[config.mk]
export PLATFORM = sky130hd
export DESIGN_NAME = instr_prefetch
export DESIGN_NICKNAME = d
export VERILOG_FILES = /design/src/rtl/instr_prefetch.sv
export SDC_FILE = /design/constraint.sdc
export NUM_CORES = 1
export LEC_CHECK = 0
export BUFFER_PORTS_ARGS = -buffer_cell sky130_fd_sc_hd__buf_2
export CAP_MARGIN = 5
export CORE_ASPECT_RATIO = 0.9
export CORE_MARGIN = 2
export CORE_UTILIZATION = 52
export CTS_BUF_LIST = sky130_fd_sc_hd__clkbuf_16
export CTS_CLUSTER_DIAMETER = 100
export DETAILED_ROUTE_END_ITERATION = 8
export GPL_TIMING_DRIVEN = 0
export PLACE_DENSITY = 0.88
export SYNTH_ARGS = -nofsm -noshare
export SYNTH_HDL_FRONTEND = slang
export SYNTH_SLANG_ARGS = --single-unit
[constraint.sdc]
create_clock -name clk -period 2.4 [get_ports clk]
set_input_delay 0.48 -clock clk [delete_from_list [all_inputs] [get_ports clk]]
set_output_delay 0.48 -clock clk [all_outputs]
set_load 0.02 [all_outputs]
[src/rtl/instr_prefetch.sv]
// instr_prefetch: instruction prefetch stage between a synchronous instruction ROM
// and the fetch/decode input of the pipeline.
// It owns the fetch PC and keeps up to DEPTH fetched words queued.
// It presents the words in order using a valid/stall handshake.
// A flush discards every queued and in-flight word and restarts fetching at flushPc.
// Optional feature macro: PREFETCH_BYPASS_EN. When defined, a word that returns
// while the queue is empty is presented in the same cycle it arrives.
module instr_prefetch #(
   parameter int DEPTH = 4,
   parameter int AW    = 12,
   parameter int DW    = 32
) (
   input  logic                       clk,
   input  logic                       nRst,
   output logic [AW-1:0]              memAddr,
   output logic                       memRe,
   input  logic [DW-1:0]              memData,
   input  logic                       flush,
   input  logic [AW-1:0]              flushPc,
   output logic [DW-1:0]              instrOut,
   output logic [AW-1:0]              instrPc,
   output logic                       instrValid,
   input  logic                       stall,
   output logic [$clog2(DEPTH):0]     count
);

   localparam int PW = $clog2(DEPTH);
   localparam int CW = PW + 1;
   localparam logic [PW-1:0] PTR_ONE  = PW'(1);
   localparam logic [CW:0]   OCC_FULL = (CW+1)'(DEPTH);

   typedef struct packed {
      logic [DW-1:0] instr;
      logic [AW-1:0] pc;
   } entry_t;

   entry_t          queue [DEPTH];
   logic [PW-1:0]   rdPtr;
   logic [PW-1:0]   wrPtr;
   logic [CW-1:0]   cnt;
   logic [AW-1:0]   fetchPc;
   logic            inflight;
   logic [AW-1:0]   inflightPc;

   logic            headValid;
   logic            bypassHit;
   logic            consume;
   logic            popQueue;
   logic            doPush;
   logic [CW:0]     occupancy;

   // Handshake, credit and output selection. Everything here is derived from
   // registered state plus the current flush, stall and memData inputs.
   always_comb begin
      // NOTE: every output of this block gets a default value first. A path
      // that skipped an assignment would otherwise infer a latch.
      bypassHit  = 1'b0;
      instrOut   = '0;
      instrPc    = '0;
      headValid  = (cnt != '0);
`ifdef PREFETCH_BYPASS_EN
      bypassHit  = !headValid && inflight && !flush;
`endif
      instrValid = !nRst && !flush && (headValid || bypassHit);
      if (instrValid) begin
         if (headValid) begin
            instrOut = queue[rdPtr].instr;
            instrPc  = queue[rdPtr].pc;
         end else begin
            instrOut = memData;
            instrPc  = inflightPc;
         end
      end
      consume   = instrValid && !stall;
      popQueue  = consume && headValid;
      // A bypassed word that is consumed right away never enters the queue.
      doPush    = inflight && !flush && !(bypassHit && !stall);
      // A word that is consumed this cycle frees its slot for a new read.
      occupancy = {1'b0, cnt} + (CW+1)'(inflight);
      memRe     = !nRst && !flush && ((occupancy < OCC_FULL) || consume);
   end

   assign memAddr = fetchPc;
   assign count   = cnt;

   // State update for the fetch PC, the in-flight tracking, the queue pointers and the occupancy.
   always_ff @(posedge clk) begin
      // NOTE: sequential state uses non-blocking assignments. Every register
      // then samples the values from before the edge, whatever order the
      // statements appear in.
      if (nRst) begin
         fetchPc    <= '0;
         inflight   <= 1'b0;
         inflightPc <= '0;
         rdPtr      <= '0;
         wrPtr      <= '0;
         cnt        <= '0;
      end else if (flush) begin
         fetchPc    <= flushPc;
         inflight   <= 1'b0;
         rdPtr      <= '0;
         wrPtr      <= '0;
         cnt        <= '0;
      end else begin
         inflight <= memRe;
         if (memRe) begin
            fetchPc    <= fetchPc + AW'(1);
            inflightPc <= fetchPc;
         end
         if (doPush) wrPtr <= wrPtr + PTR_ONE;
         if (popQueue) rdPtr <= rdPtr + PTR_ONE;
         cnt <= cnt + CW'(doPush) - CW'(popQueue);
      end
   end

   // Queue storage. An entry is written when a returning word is pushed.
   always_ff @(posedge clk) begin
      // NOTE: the storage array has no reset. cnt alone decides which entries
      // are live, so stale contents are never presented.
      if (!nRst && doPush) queue[wrPtr] <= '{instr: memData, pc: inflightPc};
   end

endmodule

After elaboration in Yosys (flattened, before gate mapping)
Memories as Yosys holds them, arrays and structs flattened. A register that Yosys moved wholly into a read port is not among the register bits.
Index checks and enable logic that the tools add are counted.

storage, ports and cells
  memories kept = 1
  output and inout bits = 61
  bits of input ports = 48
  register bits after elaboration = 32
  bits in writable memories = 176
  logic and storage cells = 40

memories
  name   depth  width  read ports  clocked after Yosys merged registers in  write ports  RTL line  source
  queue  4      44     1           1                                        1            37        entry_t queue [DEPTH];

operators by class
  muxes and demuxes = 10
  reduce and logical (&&, ||, !) cells = 15
  $lt $le $gt $ge = 1
  $add $sub $neg = 6
  bitwise gates (word level) = 1

operators with widths
  kind                                                 count
  two-way mux 32 bit                                   2
  two-way mux 12 bit                                   4
  adder 12 x 1 -> 12 bit (second input constant)       1
  logical AND 1 bit                                    7
  adder 2 x 1 -> 2 bit (second input constant)         2
  adder 3 x 1 -> 4 bit                                 1
  < comparator 4 x 3 -> 1 bit (second input constant)  1
  two-way mux 2 bit                                    2
  adder 3 x 1 -> 3 bit                                 1
  logical NOT 1 bit                                    3
  nonzero test 3 bit                                   1
  subtractor 3 x 1 -> 3 bit                            1
  two-way mux 1 bit                                    2
  AND reduction 2 bit                                  1
  nonzero test 2 bit                                   1
  OR reduction 2 bit                                   1
  logical OR 1 bit                                     1
  inverter 1 bit                                       1

Logic depth before layout (Yosys ltp)
Gate-level depths: netlist of the first run.

  depth after elaboration = 8
  mapped depth = 11
  mapped depth without buffers = 10

Worst setup path before layout of the first run
OpenSTA, ideal clock, no wires.

  path kind = input to register
  from = input port flush
  to = register cnt[2] (netlist: count[2])
  path buffers = 1
  stages = 11
  setup slack = 69 ps
  arrival = 2203 ps
  setup time = 128 ps
  cells stage by stage = or2_1 > or3_1 > buf_2 > inv_2 > ha_1 > inv_1 > ha_1 > inv_1 > fa_1 > xnor2_1 > nor2_1

on the way
  word-level cells in the longest chain between the ends = 6
  elaborated cells between the ends (all ways) = 9
  those cells by class = add/sub (2); reduce/logical (7)

ends and longest elaborated chain
  item                             RTL line  source
  start: declaration               18        input logic flush,
  logical NOT 1 bit                64        instrValid = !nRst && !flush && (headValid || bypassHit);
  logical AND 1 bit (2 in series)  64
  logical AND 1 bit                74        consume = instrValid && !stall;
  logical AND 1 bit                75        popQueue = consume && headValid;
  named net popQueue               48        logic popQueue;
  subtractor 3 x 1 -> 3 bit        112       cnt <= cnt + CW'(doPush) - CW'(popQueue);
  end signal: assignment           112
  end: declaration                 40        logic [CW-1:0] cnt;

The timed path passes the listed nets, and every way through them passes these cells.
A chain may end at the register's enable or synchronous reset.

==> results_tabular.tex, run 1 <==
\begin{tabular}{lr}
\hline
Metric & Value \\
\hline
\multicolumn{2}{l}{\textbf{Timing}} \\
\quad Final Hold Violating Endpoints & 0 \\
\quad Final setup skew & 5.14 ps \\
\quad Ratio of final minimum period to clock period & 101\% \\
\quad Max-slew violation count & 0 \\
\quad Worst hold slack & 220 ps \\
\quad Worst max-slew margin expressed relative to the limit & 60.6\% \\
\quad Final setup violation count & 20 \\
\quad Max Clock Freq & 412 MHz \\
\quad Unrepaired setup endpoints after global routing & yes \\
\quad Transition time of the tightest slew-check pin & 591 ps \\
\quad Setup tns final & -275 ps \\
\quad Fin worst setup slack & -26.2 ps \\
\quad Final min period & 2430 ps \\
\multicolumn{2}{l}{\textbf{Logic synthesis}} \\
\quad Count of different cell masters after synthesis & 43 \\
\quad Synth top area cells & edfxtp\_1 (64\%), mux4\_2 (12\%), dfxtp\_1 (8.3\%) \\
\quad Flops \& latches, synth & 210 \\
\quad YS warnings & 0 \\
\quad Most numerous cell types in the synthesized netlist & edfxtp\_1 (176), mux4\_2 (44), nor2b\_1 (44) \\
\quad Mapped Cells & 464 \\
\quad Area leader, netlist & edfxtp\_1 \\
\quad Post-synthesis instance area & 8220 um2 \\
\quad Most common cell in the synthesized netlist & edfxtp\_1 \\
\quad Sequential area share after synthesis & 72.6\% \\
\quad Number of enable-type register cells in the synthesized netlist & 176 \\
\quad Synthesized area per cell & 17.7 um2 \\
\quad Portion of synthesized cell area occupied by the leading cell type & 64.3\% \\
\quad Async S/R FF share, synth & 0\% \\
\quad Net count after synthesis & 521 \\
\quad Most used flip-flop cell after synthesis & edfxtp\_1 \\
\multicolumn{2}{l}{\textbf{Clock network}} \\
\quad TritonCTS Buffers & 21 \\
\quad Clock root buffer master & clkbuf\_16 \\
\quad Post-cts hold buffer count & 0 \\
\quad Total number of clock tree sinks & 210 \\
\quad Latest clock arrival within the worst-skew pair & 470 ps \\
\quad CTS Buffer Depth & 3 \\
\quad Clock tree from TritonCTS & built \\
\quad H-tree depth & 1 \\
\quad Clock transition at path regs & 60 ps \\
\multicolumn{2}{l}{\textbf{Cells and area}} \\
\quad Total number of nets in the final design & 674 \\
\quad Area added between synthesis and finish & 26.2\% \\
\quad Share of cells above drive strength 1 & 41.0\% \\
\multicolumn{2}{l}{\textbf{Worst setup path}} \\
\quad Data arrival time at the worst-slack endpoint & 1950 ps \\
\quad Data required time at the worst endpoint & 1920 ps \\
\quad Category of the critical setup timing path & flip-flop to output pin \\
\quad Path depth of the worst reg2reg path & 9 \\
\quad Highest net fanout along the worst path & 5 \\
\quad Reg-to-reg critical path startpoint & count[1] \\
\quad Reg-to-Reg End & memAddr[7] \\
\quad R2r setup slk & 110 ps \\
\quad Crit path launch type & flip-flop \\
\quad Series of cell instances along the critical path & buf\_4 > buf\_12 > mux4\_2 > nor2b\_1 > buf\_2 \\
\quad Kind of capture point of the worst setup path & output pin \\
\quad Master of the slowest instance on the critical path & mux4\_2 \\
\quad Critical path's largest stage delay & 490 ps \\
\multicolumn{2}{l}{\textbf{Floorplanning}} \\
\quad Vertical extent of the die & 123 um \\
\quad Die area & 16800 um2 \\
\quad Floorplan row count & 43 \\
\quad Effective utilization at floorplan & 53.3\% \\
\quad CORE AREA & 15400 um2 \\
\quad Die width & 137 um \\
\quad Count of boundary I/O pins & 109 \\
\multicolumn{2}{l}{\textbf{Routing}} \\
\quad Initial drt markers & 275 \\
\quad Number of iterations in the first detailed-routing pass & 5 \\
\quad Total wire length & 17100 um \\
\quad Per-cell via count in the routed design & 5.61 \\
\quad DRC violations left & 0 \\
\quad Vias after detailed routing & 4675 \\
\quad Count of nets left with antenna violations after detail routing & 0 \\
\quad Mean routed wirelength per cell & 20.6 um \\
\multicolumn{2}{l}{\textbf{Min path}} \\
\quad Worst Hold Class & primary input to flip-flop \\
\quad Hold worst-path end & queue[0][22] \\
\quad HP Start & memData[10] \\
\quad Cell depth of the worst min-delay path & 1 \\
\multicolumn{2}{l}{\textbf{Global route}} \\
\quad Antenna violations before repair & 1 \\
\quad Largest net degree at the start of global routing & 27 \\
\quad Global route total overflow & 0 \\
\quad Global-route wire length before repair & 26000 um \\
\quad GRT Total Usage & 20.3\% \\
\quad Vias in the first global route & 4856 \\
\multicolumn{2}{l}{\textbf{Power and ir drop}} \\
\quad Leakage power summed over all cells & 3.71 nW \\
\quad Cell Pwr Density & 688 nW/um2 \\
\quad Worst IR drop on VDD & 0.468 mV \\
\multicolumn{2}{l}{\textbf{Placed design}} \\
\quad Gp weighted congestion & 0.805 \\
\quad Buffers on Ports & 108 \\
\quad Placed wire-length estimate after detailed placement & 10400 um \\
\multicolumn{2}{l}{\textbf{Run status}} \\
\quad Failing checks & negative setup slack \\
\quad Status & complete, but fails checks \\
\multicolumn{2}{l}{\textbf{Job}} \\
\quad Max-cap violation count & 0 \\
\hline
\end{tabular}
-- critical path: cells and delay by family, from the launching register on --
kind | cells | cell delay [ps]
buffers and inverters | 3 | 450
flip-flops | 1 | 390
multiplexers | 1 | 490
AND/OR/NAND/NOR | 1 | 150
-- layout make-up --
type	count	area (um2)
Sequential cell	210	5980
Clock inverter	15	73.8
Fill cell	1038	5060
Clock buffer	21	526
Antenna cell	1	2.50
Buffer	22	191
Multi-Input combinational cell	220	2300
Timing Repair Buffer	132	1010
Inverter	10	37.5
Tap cell	202	253
-- worst max path at each step --
stage          cells past startpoint            to  slack (ps)       from
5_1_grt                            5   instrOut[2]         -90  flip-flop
4_1_cts                            5  instrOut[13]         -60  flip-flop
3_5_place_dp                       7         memRe        -350       nRst
6_report                           5   instrOut[5]         -30  flip-flop
3_3_place_gp                       3  queue[1][28]        -800       nRst
2_1_floorplan                     11      count[2]          70      flush
-- through the flow --
stage / power (W) / cells / setup WS [ps] / cell area [um2] / utilization, %
final: 0.00714 / 833 / -26.2 / 10400 / 67.2
after global routing: 0.00735 / 833 / -88.3 / 10400 / 67.2
after CTS: 0.00718 / 822 / -62.6 / 10000 / 65.0
after detailed placement: 0.00433 / 778 / -348 / 9100 / 58.9
after global placement: 0.00431 / 774 / -796 / 9020 / 58.4
after floorplan: 0.00421 / 464 / 69.3 / 8220 / -
-- where the power goes --
part	leakage, nW	internal (W)	switching, W	total (W)
clock	0.303	0.00159	0.00127	0.00286
sequential	1.92	0.00398	0.0000443	0.00403
combinational	1.48	0.000111	0.000144	0.000255
-- cell families after synthesis --
family | share of synthesized area, %
buf+inv | 1.80
compound gates | 3.39
xor+xnor | 0.959
simple gates | 7.41
fa+ha+maj | 1.46
mux | 12.4
flops | 72.6
-- repair_timing --
item                                    CTS  global route
pin swaps                                 2             3
cloned                                    2             3
setup buffers                             8             8
endpoints found under the setup margin   46            45
resized for setup                        72            71
-- sequential cells by signal (all words and copies together), names as in the netlist, named ones only --
register    cells
queue         176
inflightPc     12
memAddr        12
count           3
rdPtr           2
wrPtr           2
inflight        1
-- layer usage --
layer | global-route usage (%) | vias up | routed length (um)
li1 | - | 2121 | -
met1 | 27.4 | 2376 | 7260
met2 | 35.4 | 157 | 8750
met3 | 3.49 | 21 | 884
met4 | 3.91 | 0 | 254
met5 | 0 | - | 0
-- cells in the final DEF, fill, tap and decap left out, types with 8 or more instances in the layout --
cell type / count
edfxtp_1: 176
buf_12: 9
nor2b_4: 16
nor2b_1: 24
a21oi_1: 8
buf_6: 24
mux4_2: 44
dfxtp_1: 29
buf_2: 83
nor2_1: 14
clkbuf_16: 23
nand2b_1: 12
inv_1: 11
nand2_1: 21
buf_4: 20
o21ai_1: 11
Power figures use the tool's default switching activity.
==> run 2, diff against run 1 <==
BUFFER_PORTS_ARGS = -buffer_cell sky130_fd_sc_hd__clkbuf_2   (was -buffer_cell sky130_fd_sc_hd__buf_2)
CAP_MARGIN = 30   (was 5)
==> run 2 against run 1 <==
  * The flow still finishes with violations (negative setup slack)
  * Wire length shrank 5.4%
  * Die area is the same
  * Clock power grew 1%
  * Final cell count shrank 1.1%
  * Largest power group unchanged
  * Fmax grew 0.31%
  * Utilization shrank 2.5 points
  * Count of clock-buffer cells in the layout grew 1
  * Hold slack is essentially flat
  * Sequential share of layout area grew 2.2 points
  * First-iteration DRC count grew 8.7%
==> results_tabular.tex, run 2 (synthesis gave the netlist of run 1 again) <==
\begin{tabular}{lr}
\hline
Metric & Value \\
\hline
\multicolumn{2}{l}{\textbf{Cells and area}} \\
\quad Number of flip-flops in the largest register & 176 (unchanged) \\
\quad Antenna cells & 0 (-1) \\
\quad Total number of nets in the final design & 665 (-1.3\%) \\
\quad Most frequent cells in the layout & edfxtp\_1 (176), clkbuf\_2 (95), mux4\_2 (44) \\
\quad Area added between synthesis and finish & 21.5\% \\
\quad Commonest non-fill, non-tap cell in the layout & edfxtp\_1 \\
\quad Share of cells above drive strength 1 & 37.0\% (-4.0 points) \\
\quad Most flop-heavy register & queue \\
\multicolumn{2}{l}{\textbf{Worst setup path}} \\
\quad Category of the critical setup timing path & flip-flop to output pin \\
\quad Kind of capture point of the worst setup path & output pin \\
\quad Top cell family by delay on the critical path & multiplexers \\
\quad Crit path launch type & flip-flop \\
\quad Series of cell instances along the critical path & buf\_4 > mux4\_2 > nor2b\_1 > clkbuf\_2 \\
\quad Data arrival time at the worst-slack endpoint & 1940 ps (about the same) \\
\quad Master of the slowest instance on the critical path & mux4\_2 \\
\quad Highest net fanout along the worst path & 6 (+1) \\
\quad Bufs and invs on worst path & 2 (-1) \\
\quad Critical path's largest stage delay & 520 ps (+30 ps) \\
\quad Data required time at the worst endpoint & 1920 ps (about the same) \\
\multicolumn{2}{l}{\textbf{Placed design}} \\
\quad Buffers on Ports & 108 (unchanged) \\
\quad Post-Place Setup Slack & -355 ps (-7.23 ps) \\
\quad Gp weighted congestion & 0.843 (+4.7\%) \\
\quad Placed wire-length estimate after detailed placement & 10500 um (+0.95\%) \\
\multicolumn{2}{l}{\textbf{Clock network}} \\
\quad Total number of clock tree sinks & 210 (unchanged) \\
\quad H-tree depth & 1 (unchanged) \\
\quad CTS Buffer Depth & 3 (unchanged) \\
\quad Clock tree from TritonCTS & built \\
\quad Post-cts hold buffer count & 0 (unchanged) \\
\quad TritonCTS Buffers & 21 (unchanged) \\
\quad Clock root buffer master & clkbuf\_16 \\
\quad Clock transition at path regs & 60 ps (about the same) \\
\quad Latest clock arrival within the worst-skew pair & 480 ps (about the same) \\
\multicolumn{2}{l}{\textbf{Global route}} \\
\quad Antenna violations before repair & 0 (-1) \\
\quad GRT Total Usage & 20.0\% (-0.30 points) \\
\quad Global-route wire length before repair & 25700 um (-0.95\%) \\
\quad Global route total overflow & 0 (unchanged) \\
\quad Vias in the first global route & 4836 (-0.41\%) \\
\quad Largest net degree at the start of global routing & 27 (unchanged) \\
\multicolumn{2}{l}{\textbf{Timing}} \\
\quad Final setup violation count & 11 (-45\%) \\
\quad Final min period & 2420 ps (-7.46 ps) \\
\quad Ratio of final minimum period to clock period & 101\% (-0.31 points) \\
\quad Final Hold Violating Endpoints & 0 (unchanged) \\
\quad Fin worst setup slack & -18.8 ps (+7.46 ps) \\
\quad Transition time of the tightest slew-check pin & 564 ps (-26.8 ps) \\
\quad Max Clock Freq & 413 MHz (+0.31\%) \\
\quad Max-slew violation count & 0 (unchanged) \\
\quad Unrepaired setup endpoints after global routing & yes \\
\quad Final setup skew & 7.70 ps (+2.56 ps) \\
\quad Setup tns final & -121 ps (+154 ps) \\
\quad Worst max-slew margin expressed relative to the limit & 62.4\% (+1.8 points) \\
\multicolumn{2}{l}{\textbf{Routing}} \\
\quad Count of nets left with antenna violations after detail routing & 0 (unchanged) \\
\quad Mean routed wirelength per cell & 19.7 um (-4.3\%) \\
\quad DRC violations left & 0 (unchanged) \\
\quad Vias after detailed routing & 4592 (-1.8\%) \\
\quad Number of iterations in the first detailed-routing pass & 4 (-1) \\
\quad Initial drt markers & 299 (+8.7\%) \\
\quad Total wire length & 16200 um (-5.4\%) \\
\quad Per-cell via count in the routed design & 5.57 (-0.70\%) \\
\multicolumn{2}{l}{\textbf{Run status}} \\
\quad Status & complete, but fails checks \\
\quad Failing checks & negative setup slack \\
\multicolumn{2}{l}{\textbf{Power and ir drop}} \\
\quad Clock network fraction of design power & 40.5\% (+0.5 points) \\
\quad Internal Dissipation & 0.00574 W (+1.1\%) \\
\quad Leakage power summed over all cells & 3.55 nW (-4.4\%) \\
\quad Power share of the combinational group & 3.5\% (about the same) \\
\quad Share of power burned in registers & 56.1\% (-0.3 points) \\
\quad Sw Share & 20.0\% (-0.41 points) \\
\quad Power dissipated by switching net loads & 0.00144 W (-1.5\%) \\
\quad Worst IR drop on VDD & 0.427 mV (-8.9\%) \\
\quad Cell Pwr Density & 719 nW/um2 (+4.5\%) \\
\quad Total chip power & 0.00718 W (+0.56\%) \\
\multicolumn{2}{l}{\textbf{Floorplanning}} \\
\quad Die area & 16800 um2 (unchanged) \\
\quad Floorplan row count & 43 (unchanged) \\
\quad Vertical extent of the die & 123 um (unchanged) \\
\quad CORE AREA & 15400 um2 (unchanged) \\
\quad Count of boundary I/O pins & 109 (unchanged) \\
\quad Effective utilization at floorplan & 53.3\% (unchanged) \\
\quad Die width & 137 um (unchanged) \\
\multicolumn{2}{l}{\textbf{Job}} \\
\quad Max-cap violation count & 0 (unchanged) \\
\multicolumn{2}{l}{\textbf{Min path}} \\
\quad Worst Hold Class & primary input to flip-flop \\
\hline
\end{tabular}
run 2: worst paths after layout:
check / slack (ps) / startpoint / endpoint / depth (start not counted)
min reg2reg: 500 / memAddr[11] / inflightPc[11] / 2
min: 220 / memData[21] / queue[3][33] / 1
max: -20 / flip-flop / instrOut[1] / 4
max reg2reg: 60 / count[1] / memAddr[2] / 13
run 2: final cells by class:
type	count	area, um2
clock buffers	22	551
clock inverters	15	68.8
inverters	10	37.5
multi-input cells	219	2170
plain buffers	23	195
well taps	202	253
flip-flops and latches	210	5980
fillers	1069	5450
repair buffers	123	737
run 2: worst register-to-register path, delay by kind of cell (launching register included):
kind	cells	cell delay (ps)
buf+inv	7	920
fa+ha+maj	1	140
flops	1	400
compound gates	5	760
run 2: what timing repair did:
| item | 4_1_cts | 5_1_grt |
|---|---|---|
| endpoints found under the setup margin | 46 | 63 |
| setup buffers | 10 | 1 |
| resized for setup | 42 | 43 |
| pin swaps | 2 | 3 |
run 2: power by group through the flow:
| stage | Sequential [W] | Clock [W] | Combinational, W |
|---|---|---|---|
| after global routing | 0.00403 | 0.00312 | 0.000272 |
| after floorplan | 0.00411 | 0 | 0.000101 |
| after detailed placement | 0.00411 | 0 | 0.000227 |
| after global placement | 0.00410 | 0 | 0.000211 |
| after CTS | 0.00403 | 0.00296 | 0.000243 |
| final | 0.00403 | 0.00290 | 0.000248 |
run 2: per-layer routing:
metal | part of all wire (%) | up-vias | global-route usage, %
met1 | 41 | 2298 | 27.1
met2 | 50 | 175 | 34.6
li1 | - | 2093 | -
met3 | 7.4 | 26 | 3.69
met4 | 1.4 | 0 | 3.78
met5 | 0 | - | 0
run 2: metrics by stage:
stage | hold slack (ps) | util (%) | cell area, um2 | cells
finish | 220 | 64.7 | 9990 | 824
global route | 212 | 64.7 | 9990 | 824
CTS | 204 | 64.1 | 9900 | 823
detailed placement | 490 | 58.9 | 9100 | 778
global placement | 478 | 58.4 | 9020 | 774
floorplan | 459 | - | 8220 | 464
